==> config.mk <==
export PLATFORM = sky130hd
export DESIGN_NAME = a2d_intf
export DESIGN_NICKNAME = d
export VERILOG_FILES = /design/src/rtl/a2d_pkg.sv /design/src/rtl/a2d_intf_spi_mstr16.sv /design/src/rtl/a2d_intf.sv
export SDC_FILE = /design/constraint.sdc
export NUM_CORES = 1
export LEC_CHECK = 0
export BUFFER_PORTS_ARGS = -buffer_cell sky130_fd_sc_hd__buf_4
export CORE_MARGIN = 5
export CORE_UTILIZATION = 25
export DETAILED_ROUTE_END_ITERATION = 6
export PLACE_DENSITY = 0.38
export SETUP_SLACK_MARGIN = 0.05
export SYNTH_ARGS = -nofsm -noshare
export SYNTH_HDL_FRONTEND = slang
export SYNTH_SLANG_ARGS = --single-unit
==> constraint.sdc <==
create_clock -name clk -period 2.3 [get_ports clk]
set_input_delay 0.345 -clock clk [delete_from_list [all_inputs] [get_ports clk]]
set_output_delay 0.345 -clock clk [all_outputs]
set_load 0.02 [all_outputs]
==> src/rtl/a2d_pkg.sv <==
// Shared types and constants for the A2D SPI interface.
package a2d_pkg;

    typedef enum logic [2:0] {
        IDLE = 3'd0,
        FRM1 = 3'd1,
        GAP  = 3'd2,
        FRM2 = 3'd3,
        DONE = 3'd4
    } a2d_state_t;

    // Divider preload: first SCLK fall lands 10 clks after SS_n falls.
    localparam logic [4:0]  SCLK_PRELOAD = 5'b10110;
    // SS_n high time between the two frames of a conversion.
    localparam int          GAP_CLKS     = 4;
    localparam logic [10:0] CMD_PAD      = 11'h000;

    // Command word for the ADC128S-style converter: channel in bits [13:11].
    function automatic logic [15:0] a2d_cmd(input logic [2:0] ch);
        return {2'b00, ch, CMD_PAD};
    endfunction

endpackage

==> src/rtl/a2d_intf_spi_mstr16.sv <==
// 16-bit SPI master: SCLK idles high, MOSI changes on falls, MISO sampled on rises.
module spi_mstr16
    import a2d_pkg::*;
#(
    parameter int DIV_W = 5
) (
    input  logic        clk,
    input  logic        rst,
    input  logic        wrt,
    input  logic [15:0] cmd,
    input  logic        MISO,
    output logic        done,
    output logic [15:0] rd_data,
    output logic        SS_n,
    output logic        SCLK,
    output logic        MOSI
);

    localparam logic [DIV_W-1:0] DIV_ALL1 = '1;
    localparam logic [DIV_W-1:0] DIV_RISE = DIV_ALL1 >> 1;
    // Keep 10 clks from SS_n fall to first SCLK fall for any divider width.
    localparam logic [DIV_W-1:0] PRELOAD  = (DIV_W == 5) ? DIV_W'(SCLK_PRELOAD)
                                                         : DIV_ALL1 - DIV_W'(9);

    logic [DIV_W-1:0] div_reg, div_next;
    logic [15:0]      shft_reg, shft_next;
    logic [4:0]       rise_cnt_reg, rise_cnt_next;
    logic             miso_smpl_reg, miso_smpl_next;
    logic             ss_n_reg, ss_n_next;
    logic             sclk_reg, sclk_next;
    logic             mosi_reg, mosi_next;
    logic             rise_evt, fall_evt, term_evt, shift_evt;

    // Frame engine: divider, rise/fall events, shift register and chip-select.
    always_comb begin
        rise_evt       = !ss_n_reg && (div_reg == DIV_RISE);
        fall_evt       = !ss_n_reg && (div_reg == DIV_ALL1);
        // The fall after the 16th rise never reaches the pin; it ends the frame.
        term_evt       = fall_evt && (rise_cnt_reg == 5'd16);
        // The front-porch fall (no rise yet) does not shift.
        shift_evt      = fall_evt && (rise_cnt_reg != 5'd0);
        div_next       = div_reg;
        shft_next      = shft_reg;
        rise_cnt_next  = rise_cnt_reg;
        miso_smpl_next = miso_smpl_reg;
        ss_n_next      = ss_n_reg;
        if (ss_n_reg) begin
            // A write while a frame is running is ignored.
            if (wrt) begin
                div_next      = PRELOAD;
                shft_next     = cmd;
                rise_cnt_next = 5'd0;
                ss_n_next     = 1'b0;
            end
        end else begin
            div_next = div_reg + DIV_W'(1);
            if (rise_evt) begin
                miso_smpl_next = MISO;
                rise_cnt_next  = rise_cnt_reg + 5'd1;
            end
            if (shift_evt) begin
                shft_next = {shft_reg[14:0], miso_smpl_reg};
            end
            if (term_evt) begin
                ss_n_next = 1'b1;
            end
        end
        // Pins are registered so SS_n edges cannot glitch SCLK or MOSI.
        sclk_next = ss_n_next | div_next[DIV_W-1];
        mosi_next = !ss_n_next & shft_next[15];
    end

    // Frame engine state registers.
    always_ff @(posedge clk) begin
        if (rst) begin
            div_reg       <= '0;
            shft_reg      <= '0;
            rise_cnt_reg  <= '0;
            miso_smpl_reg <= 1'b0;
            ss_n_reg      <= 1'b1;
            sclk_reg      <= 1'b1;
            mosi_reg      <= 1'b0;
        end else begin
            div_reg       <= div_next;
            shft_reg      <= shft_next;
            rise_cnt_reg  <= rise_cnt_next;
            miso_smpl_reg <= miso_smpl_next;
            ss_n_reg      <= ss_n_next;
            sclk_reg      <= sclk_next;
            mosi_reg      <= mosi_next;
        end
    end

    // done is a one-cycle strobe on the terminal edge; rd_data is the fully
    // shifted word as it is being written, valid only alongside done.
    assign done    = term_evt;
    assign rd_data = {shft_reg[14:0], miso_smpl_reg};
    assign SS_n    = ss_n_reg;
    assign SCLK    = sclk_reg;
    assign MOSI    = mosi_reg;

endmodule

==> src/rtl/a2d_intf.sv <==
// Two-frame conversion sequencer for the 8-channel 12-bit A2D.
module a2d_intf
    import a2d_pkg::*;
#(
    parameter int SCLK_DIV_W = 5
) (
    input  logic        clk,
    input  logic        rst,
    input  logic        strt_cnv,
    input  logic [2:0]  chnnl,
    input  logic        MISO,
    output logic [11:0] A2D_res,
    output logic        cnv_cmplt,
    output logic        SS_n,
    output logic        SCLK,
    output logic        MOSI
);

    a2d_state_t  state_reg, state_next;
    logic [2:0]  gap_cnt_reg, gap_cnt_next;
    logic [2:0]  chnnl_reg, chnnl_next;
    logic [15:0] cmd_reg, cmd_next;
    logic        wrt_reg, wrt_next;
    logic [11:0] res_reg, res_next;
    logic        cmplt_reg, cmplt_next;
    logic        accept, set_res;
    logic        frm_done;
    logic [15:0] rd_data;
    logic        unused_rd_hi;

    spi_mstr16 #(.DIV_W(SCLK_DIV_W)) u_spi (
        .clk     (clk),
        .rst     (rst),
        .wrt     (wrt_reg),
        .cmd     (cmd_reg),
        .MISO    (MISO),
        .done    (frm_done),
        .rd_data (rd_data),
        .SS_n    (SS_n),
        .SCLK    (SCLK),
        .MOSI    (MOSI)
    );

    // Upper result bits are the converter's leading zeros.
    assign unused_rd_hi = ^rd_data[15:12];

    // FSM state register.
    always_ff @(posedge clk) begin
        if (rst) state_reg <= IDLE;
        else     state_reg <= state_next;
    end

    // Next-state logic. DONE also accepts a start so a request arriving in the
    // cycle cnv_cmplt rises is not lost.
    always_comb begin
        state_next = state_reg;
        case (state_reg)
            IDLE:    if (strt_cnv) state_next = FRM1;
            FRM1:    if (frm_done) state_next = GAP;
            GAP:     if (gap_cnt_reg == 3'(GAP_CLKS - 2)) state_next = FRM2;
            FRM2:    if (frm_done) state_next = DONE;
            DONE:    state_next = strt_cnv ? FRM1 : IDLE;
            default: state_next = IDLE;
        endcase
    end

    // Output decode: start acceptance, frame writes and result capture.
    always_comb begin
        accept       = ((state_reg == IDLE) || (state_reg == DONE)) && strt_cnv;
        set_res      = (state_reg == FRM2) && frm_done;
        wrt_next     = accept || ((state_reg == GAP) && (state_next == FRM2));
        chnnl_next   = accept ? chnnl : chnnl_reg;
        cmd_next     = a2d_cmd(chnnl_next);
        gap_cnt_next = (state_reg == GAP) ? gap_cnt_reg + 3'd1 : 3'd0;
        res_next     = set_res ? rd_data[11:0] : res_reg;
        cmplt_next   = set_res | (cmplt_reg & !accept);
    end

    // Channel latch, command, GAP counter and result/complete registers.
    always_ff @(posedge clk) begin
        if (rst) begin
            gap_cnt_reg <= '0;
            chnnl_reg   <= '0;
            cmd_reg     <= '0;
            wrt_reg     <= 1'b0;
            res_reg     <= '0;
            cmplt_reg   <= 1'b0;
        end else begin
            gap_cnt_reg <= gap_cnt_next;
            chnnl_reg   <= chnnl_next;
            cmd_reg     <= cmd_next;
            wrt_reg     <= wrt_next;
            res_reg     <= res_next;
            cmplt_reg   <= cmplt_next;
        end
    end

    assign A2D_res   = res_reg;
    assign cnv_cmplt = cmplt_reg;

endmodule

-- Yosys cells after proc, flatten, opt, wreduce, memory -nomap -nowiden
Index checks and enable logic that the tools add are counted.
Widths: inputs -> output; s select.
- flip-flop bits (word level): 66
- input port bits: 7
- output and inout port bits: 16
- logic and storage cells: 73
- add/subtract/negate cells: 3
- eq/ne operators: 10
- muxes and demuxes: 18
- bitwise operators: 6
- reduce and logical (&&, ||, !) cells: 20
- operators by type and width (kind ; number):
    $mux 16 ; 3
    $mux 5 ; 5
    $mux 3 ; 5
    $pmux 3 s5 ; 1
    $eq 3x2->1 const B ; 4
    $add 5x1->5 const B ; 2
    $eq 5x5->1 const B ; 2
    $logic_and 1x1->1 ; 7
    $reduce_and 2->1 ; 3
    $eq 5x4->1 const B ; 1
    $reduce_bool 5->1 ; 1
    $mux 1 ; 4
    $reduce_bool 2->1 ; 2
    $add 3x1->3 const B ; 1
    $eq 3x1->1 const B ; 1
    $eq 3x3->1 const B ; 1
    $logic_not 1->1 ; 3
    $logic_not 3->1 ; 1
    $and 1x1->1 ; 2
    $logic_or 1x1->1 ; 2
    $ne 2x2->1 const B ; 1
    $not 1->1 ; 2
    $or 1x1->1 ; 2
    $reduce_or 2->1 ; 1

-- Logic depth before layout (Yosys ltp)
Gate-level depths: netlist of run 1.
- depth after elaboration: 8
- depth in mapped cells: 8
- depth with buffers taken out: 6

-- Cells and area by module
From an unflattened synthesis of run 1, not the netlist that was laid out.
- cells, all modules: 270
- area total of the unflattened synthesis: 2651.3 um^2
- modules (own cells, without submodules) (module ; times used ; cells an instance ; area an instance (um^2) ; sequential area each (um^2)):
    spi_mstr16 ; 1 ; 174 ; 1640.3 ; 600.6
    a2d_intf ; 1 ; 96 ; 1011.0 ; 460.4

-- Least setup slack after synthesis of run 1
Ideal clock, no wire load.
- path type: register -> register
- start point: register u_spi.div_reg[0]
- end point: register u_spi.sclk_reg, in the netlist u_spi.SCLK
- setup time: 0.134 ns
- data arrival time: 1.838 ns
- data required time: 2.166 ns
- setup slack: 0.328 ns
- cell stages (with the launch flop): 8
- buffers on the path: 1
- period minus slack after synthesis: 1.972 ns
- cell sequence: dfxtp_1 -> ha_1 -> and3_1 -> ha_1 -> nor2b_1 -> buf_2 -> and3_1 -> or4b_1
- longest elaborated chain between the ends: 6
- elaborated cells between the ends (all ways): 8
- classes of those cells: add/sub (1); eq/ne (1); mux (3); bitwise (1); reduce/logical (2)
- ends and longest elaborated chain (element ; line ; RTL):
    start: declaration ; a2d_intf_spi_mstr16.sv:25 ; logic [DIV_W-1:0] div_reg, div_next;
    start signal: assignment ; a2d_intf_spi_mstr16.sv:84 ; div_reg <= div_next;
    parallel branches: the longest is 5 deep, another holds $add 5x1->5 ; - ;
    $or 1x1->1 * ; a2d_intf_spi_mstr16.sv:69 ; sclk_next = ss_n_next | div_next[DIV_W-1];
    end signal: assignment ; a2d_intf_spi_mstr16.sv:89 ; sclk_reg <= sclk_next;
    end: declaration ; a2d_intf_spi_mstr16.sv:30 ; logic sclk_reg, sclk_next;
Mark *: on every way between the ends.
A chain may end at the register's enable or synchronous reset.

-- Worst setup path after layout of run 1
Same ends and word-level chain as after synthesis.

==> results.py, run 1 <==
metrics = {
    "cts": {
        "cts-htree-levels": 2,
        "tritoncts": "yes",
        "clock_sinks": 53,
        "cts_inserted_buffers": 5,
        "cts-root-buf": "clkbuf_8",
        "cts_resized": 0,
        "postCtsSetupRepairBufs": 0,
        "ctsHoldBuffers": 0,
        "clkTransAtPathRegs_ns": 0.10,
        "clock_latency_ns": 0.31,
        "cts_buffer_depth": 2,
    },
    "cells_and_area": {
        "final_cell_mix": "dfxtp_1, buf_4, nand2b_1",
        "nNetsFinal": 285,
        "fin_area_um2": 2780,
        "regArea_um2": 1060,
        "final_common_cell": "dfxtp_1",
        "drive_above_1_share_pct": 14.3,
        "fillers": 974,
        "largest_reg_flops": 16,
        "syn_to_final_growth_pct": 17.4,
        "n_antenna_cell": 0,
        "multiInputGateArea_um2": 1190,
    },
    "global_route": {
        "grt_overflow": 0,
        "grt_pass1_vias": 1745,
        "grt_pass1_wl_um": 9140,
        "grt_max_degree": 62,
        "grt.total_usage_pct": 9.75,
        "antenna_found_initial": 0,
    },
    "critical_path": {
        "arrival_ns": 2.28,
        "crit_family": "simple AND/OR/NAND/NOR gates",
        "critical_path.max_stage_delay_ns": 0.47,
        "crit_chain": "ha_1, and3_1, ha_1, buf_4, nor2b_1, and3_1, or4b_1",
        "critPathRequiredTime_ns": 2.49,
        "worstSetupEndpointType": "register",
        "path_max_fanout": 5,
        "cp-start-kind": "register",
        "rr_worst_depth": 7,
        "slowest_stage": "or4b_1",
        "crit_type": "register to register",
        "crit_cells": 7,
        "path_buf_inv": 1,
    },
    "placed_design": {
        "hpwlAfterDp_um": 3450,
        "place.gp.congestion": 0.668,
        "port_buffers": 22,
        "placed_area_um2": 2660,
    },
    "timing": {
        "setup_violations": 0,
        "max_slew_margin_pct": 55.5,
        "skew_ns": 0.0121,
        "hold_violations": 0,
        "finalMaxSlewViolations": 0,
        "layout_min_cycle_time_ns": 2.09,
        "tns_ns": 0,
        "rsz0062_at_grt": "false",
        "worstMarginPinSlew_ns": 0.667,
        "max_freq_mhz": 478,
        "min_period_over_period_pct": 90.9,
    },
    "synth": {
        "synth_compound_area_share_pct": 16.4,
        "synth_cells": 254,
        "yosysUniqueCellTypes": 38,
        "ys_ff_latch": 53,
        "synthMuxAreaShare_pct": 7.62,
        "synth_simple_gate_area_share_pct": 22.1,
        "ys_seq_area_share_pct": 44.9,
        "ys.flop_type": "dfxtp_1",
        "synth_xor_area_share_pct": 0.370,
        "async_reset_ff_share_pct": 0,
        "synth_edf_count": 0,
        "syn_avg_cell_area_um2": 9.31,
        "syn_nets": 268,
        "synth_top_family_by_area": "simple AND/OR/NAND/NOR gates",
        "syn_area_um2": 2360,
        "yosysWarnings": 0,
        "synth_fa_ha_area_share_pct": 3.70,
    },
    "drt": {
        "drtAntennaViolNets": 0,
        "first_iter_violations": 109,
        "wl_per_cell_um": 13.5,
        "via_per_inst": 4.50,
        "drt_pre_antenna_iters": 4,
        "drcViolationCount": 0,
        "via_count": 1804,
        "wirelength_um": 5410,
    },
    "run": {
        "maxCapViolCount": 0,
    },
    "pwr": {
        "leakagePower_nw": 0.977,
        "ir_worst_vdd_uv": 242,
        "power.total_w": 0.00171,
        "powerDensity_nw_per_um2": 616,
    },
    "run_status": {
        "status": "complete, no violations",
    },
    "floorplanning": {
        "fp.dieH_um": 107,
        "dieArea_um2": 11500,
        "coreArea_um2": 9240,
        "initial_core_util_pct": 25.6,
        "io_pins": 23,
        "fp.dieW_um": 107,
        "fp-row-count": 35,
    },
    "hold_path": {
        "min_path_type": "primary input to register",
        "holdPathStages": 3,
    },
}
## worst paths after layout
kind | start | to | slack, ns
worst max register to register | u_spi.div_reg[0] | u_spi.SCLK | 0.21
worst min-delay path | chnnl[1] | cmd_reg[12] | 0.27
worst max-delay path | u_spi.div_reg[0] | u_spi.SCLK | 0.21
worst min register to register | gap_cnt_reg[0] | gap_cnt_reg[0] | 0.46
## Yosys cell counts (2+ instances only)
| cell type | instances | area share (%) |
|---|---|---|
| o211ai_1 | 16 | 5.1 |
| nor2_1 | 15 | 2.4 |
| o41ai_1 | 2 | 0.74 |
| or4b_1 | 2 | 0.85 |
| nor3b_1 | 2 | 0.63 |
| nand2_1 | 4 | 0.63 |
| buf_1 | 4 | 0.63 |
| o21ai_0 | 6 | 1.3 |
| o311ai_0 | 2 | 0.74 |
| nand2b_1 | 28 | 7.4 |
| buf_2 | 5 | 1.1 |
| inv_1 | 8 | 1.3 |
| clkbuf_1 | 8 | 1.3 |
| nor2b_1 | 5 | 1.3 |
| mux2i_1 | 18 | 7.6 |
| dfxtp_1 | 53 | 45 |
| a31oi_1 | 4 | 1.1 |
| nand3_1 | 21 | 4.4 |
| a21oi_1 | 21 | 4.4 |
| or3_1 | 3 | 0.79 |
| ha_1 | 7 | 3.7 |
| and3_1 | 3 | 0.79 |
| a211oi_1 | 2 | 0.63 |
## tightest hold or removal path, delay by kind of cell
kind,cells,cell delay (ns)
AND/OR/NAND/NOR,1,0.07
buffers and inverters,1,0.07
multiplexers,1,0.05
## cell type report
cell class | count | share of cell area, %
Multi-Input combinational cell | 174 | 42.8
Clock inverter | 1 | 1.08
Sequential cell | 53 | 38.2
Tap cell | 129 | 5.82
Clock buffer | 7 | 3.11
Inverter | 8 | 1.08
Timing Repair Buffer | 29 | 7.84
## routing by layer
layer / routed length, µm / global-route usage (%) / vias to the layer above
li1: - / - / 936
met1: 2790 / 14.2 / 829
met2: 2330 / 13.9 / 34
met3: 226 / 2.64 / 5
met4: 65 / 2.74 / 0
met5: 0 / 0 / -
## power by group
| part | internal [W] | switching [W] |
|---|---|---|
| clock network | 0.000356 | 0.000311 |
| registers | 0.000933 | 0.0000143 |
| logic | 0.0000399 | 0.0000561 |
## cell families after synthesis
family / Yosys count
and+or+nand+nor: 89
AOI/OAI and AO/OA: 59
DFF: 53
buffers and inverters: 27
muxes: 18
adders and majority gates: 7
xor gates and xnor gates: 1
## metrics by stage
stage	cells	hold slack [ns]	utilization, %	setup WS [ns]
after floorplan	254	0.417	-	0.328
after global placement	393	0.436	28.8	0.179
after detailed placement	393	0.439	28.8	0.126
after CTS	401	0.263	30.0	0.0804
after global routing	401	0.271	30.0	0.101
final	401	0.267	30.0	0.209
Note: power is estimated with default switching activity, not from simulation.
==> run 2: changes to the inputs <==
Settings changed: CORE_UTILIZATION 25 to 45, PLACE_DENSITY 0.38 to 0.61, SLEW_MARGIN from default to 10.
==> results.py, run 2 (synthesis gave the netlist of run 1 again) <==
metrics = {
    "run_status": {
        "status": "complete, no violations",
    },
    "timing": {
        "tns_ns": 0,
        "skew_ns": 0.00268,
        "max_slew_margin_pct": 57.1,
        "timing.final.ws_setup_ns": 0.330,
        "worstMarginPinSlew_ns": 0.643,
        "rsz0062_at_grt": "false",
        "min_period_over_period_pct": 85.6,
        "hold_violations": 0,
        "setup_violations": 0,
        "layout_min_cycle_time_ns": 1.97,
        "finalMaxSlewViolations": 0,
        "whs_ns": 0.267,
        "max_freq_mhz": 508,
    },
    "run": {
        "maxCapViolCount": 0,
    },
    "floorplanning": {
        "dieArea_um2": 6800,
        "io_pins": 23,
        "coreArea_um2": 5110,
        "fp-row-count": 26,
        "initial_core_util_pct": 46.3,
        "fp.dieW_um": 82.5,
        "fp.dieH_um": 82.5,
    },
    "cts": {
        "cts_buffer_depth": 2,
        "postCtsSetupRepairBufs": 0,
        "ctsHoldBuffers": 0,
        "clock_sinks": 53,
        "tritoncts": "yes",
        "cts-htree-levels": 2,
        "clkTransAtPathRegs_ns": 0.09,
        "cts_inserted_buffers": 5,
        "cts_resized": 0,
        "cts-root-buf": "clkbuf_8",
        "clock_latency_ns": 0.30,
    },
    "global_route": {
        "grt_pass1_wl_um": 7790,
        "antenna_found_initial": 0,
        "grt_overflow": 0,
        "grt_max_degree": 62,
        "grt.total_usage_pct": 14.7,
        "grt_pass1_vias": 1696,
    },
    "critical_path": {
        "path_max_fanout": 16,
        "crit_type": "register to register",
        "worstSetupEndpointType": "register",
        "critPathRequiredTime_ns": 2.51,
        "cp-start-kind": "register",
        "timing.rr.start": "u_spi.div_reg[0]",
        "rr_worst_depth": 7,
        "arrival_ns": 2.18,
        "r2r_setup_slack_ns": 0.33,
        "crit_path_end": "u_spi.MOSI",
        "reg2reg_to": "u_spi.MOSI",
        "critPathLaunch": "u_spi.div_reg[0]",
    },
    "drt": {
        "first_iter_violations": 40,
        "drcViolationCount": 0,
        "wl_per_cell_um": 13.2,
        "via_count": 1814,
        "drtAntennaViolNets": 0,
        "via_per_inst": 5.32,
        "wirelength_um": 4510,
        "drt_pre_antenna_iters": 4,
    },
    "placed_design": {
        "hpwlAfterDp_um": 3040,
        "port_buffers": 22,
        "place.gp.congestion": 0.750,
        "pre_cts_ws_ns": 0.354,
    },
    "cells_and_area": {
        "final_common_cell": "dfxtp_1",
        "drive_above_1_share_pct": 14.0,
        "nNetsFinal": 284,
        "fillers": 496,
        "final_cell_mix": "dfxtp_1, nand2b_1, buf_4",
        "largest_reg_flops": 16,
        "syn_to_final_growth_pct": 13.0,
        "n_antenna_cell": 0,
    },
    "pwr": {
        "power.total_w": 0.00159,
        "ir_worst_vdd_uv": 304,
        "powerDensity_nw_per_um2": 594,
        "leakagePower_nw": 0.964,
    },
    "hold_path": {
        "min_path_type": "primary input to register",
    },
}
[run 2: through the flow]
| stage | area [µm²] | util, % | instances |
|---|---|---|---|
| 2_1_floorplan | 2360 | - | 254 |
| 3_3_place_gp | 2580 | 50.4 | 333 |
| 3_5_place_dp | 2580 | 50.4 | 333 |
| 4_1_cts | 2670 | 52.3 | 341 |
| 5_1_grt | 2670 | 52.3 | 341 |
| 6_report | 2670 | 52.3 | 341 |
[run 2: power breakdown]
part	switching (W)	leakage [nW]	total, W	internal [W]
clock	0.000301	0.0512	0.000546	0.000244
combinational	0.0000497	0.484	0.0000896	0.0000400
sequential	0.0000186	0.429	0.000952	0.000933
[run 2: critical path, cell delays in order, from the launching register on]
cell,delay (ns)
dfxtp_1,0.40
ha_1,0.18
and3_1,0.18
ha_1,0.21
nor2b_1,0.22
buf_4,0.24
nand3_1,0.14
a2111oi_2,0.30
[run 2: routing by layer]
layer | global-route usage [%] | vias up | wire length, µm
li1 | - | 936 | -
met1 | 17.7 | 846 | 2160
met2 | 24.6 | 24 | 2070
met3 | 3.80 | 8 | 180
met4 | 6.37 | 0 | 98
met5 | 0 | - | 0
[run 2: cell type report]
class / instances / area (µm²) / area share [%]
Inverter: 8 / 30.0 / 1.12
Clock buffer: 6 / 82.6 / 3.09
Timing Repair Buffer: 28 / 210 / 7.87
Sequential cell: 53 / 1060 / 39.7
Tap cell: 70 / 87.6 / 3.28
Clock inverter: 2 / 13.8 / 0.515
Multi-Input combinational cell: 174 / 1190 / 44.4
[run 2: worst min-delay path by stage]
stage	to	slack [ns]	depth (start not counted)	start
finish	cmd_reg[12]	0.27	3	chnnl[1]
CTS	cmd_reg[12]	0.26	3	chnnl[1]
floorplan	gap_cnt_reg[0]	0.42	1	gap_cnt_reg[0]
global placement	gap_cnt_reg[0]	0.43	1	gap_cnt_reg[0]
global route	cmd_reg[12]	0.27	3	chnnl[1]
detailed placement	gap_cnt_reg[0]	0.45	1	gap_cnt_reg[0]
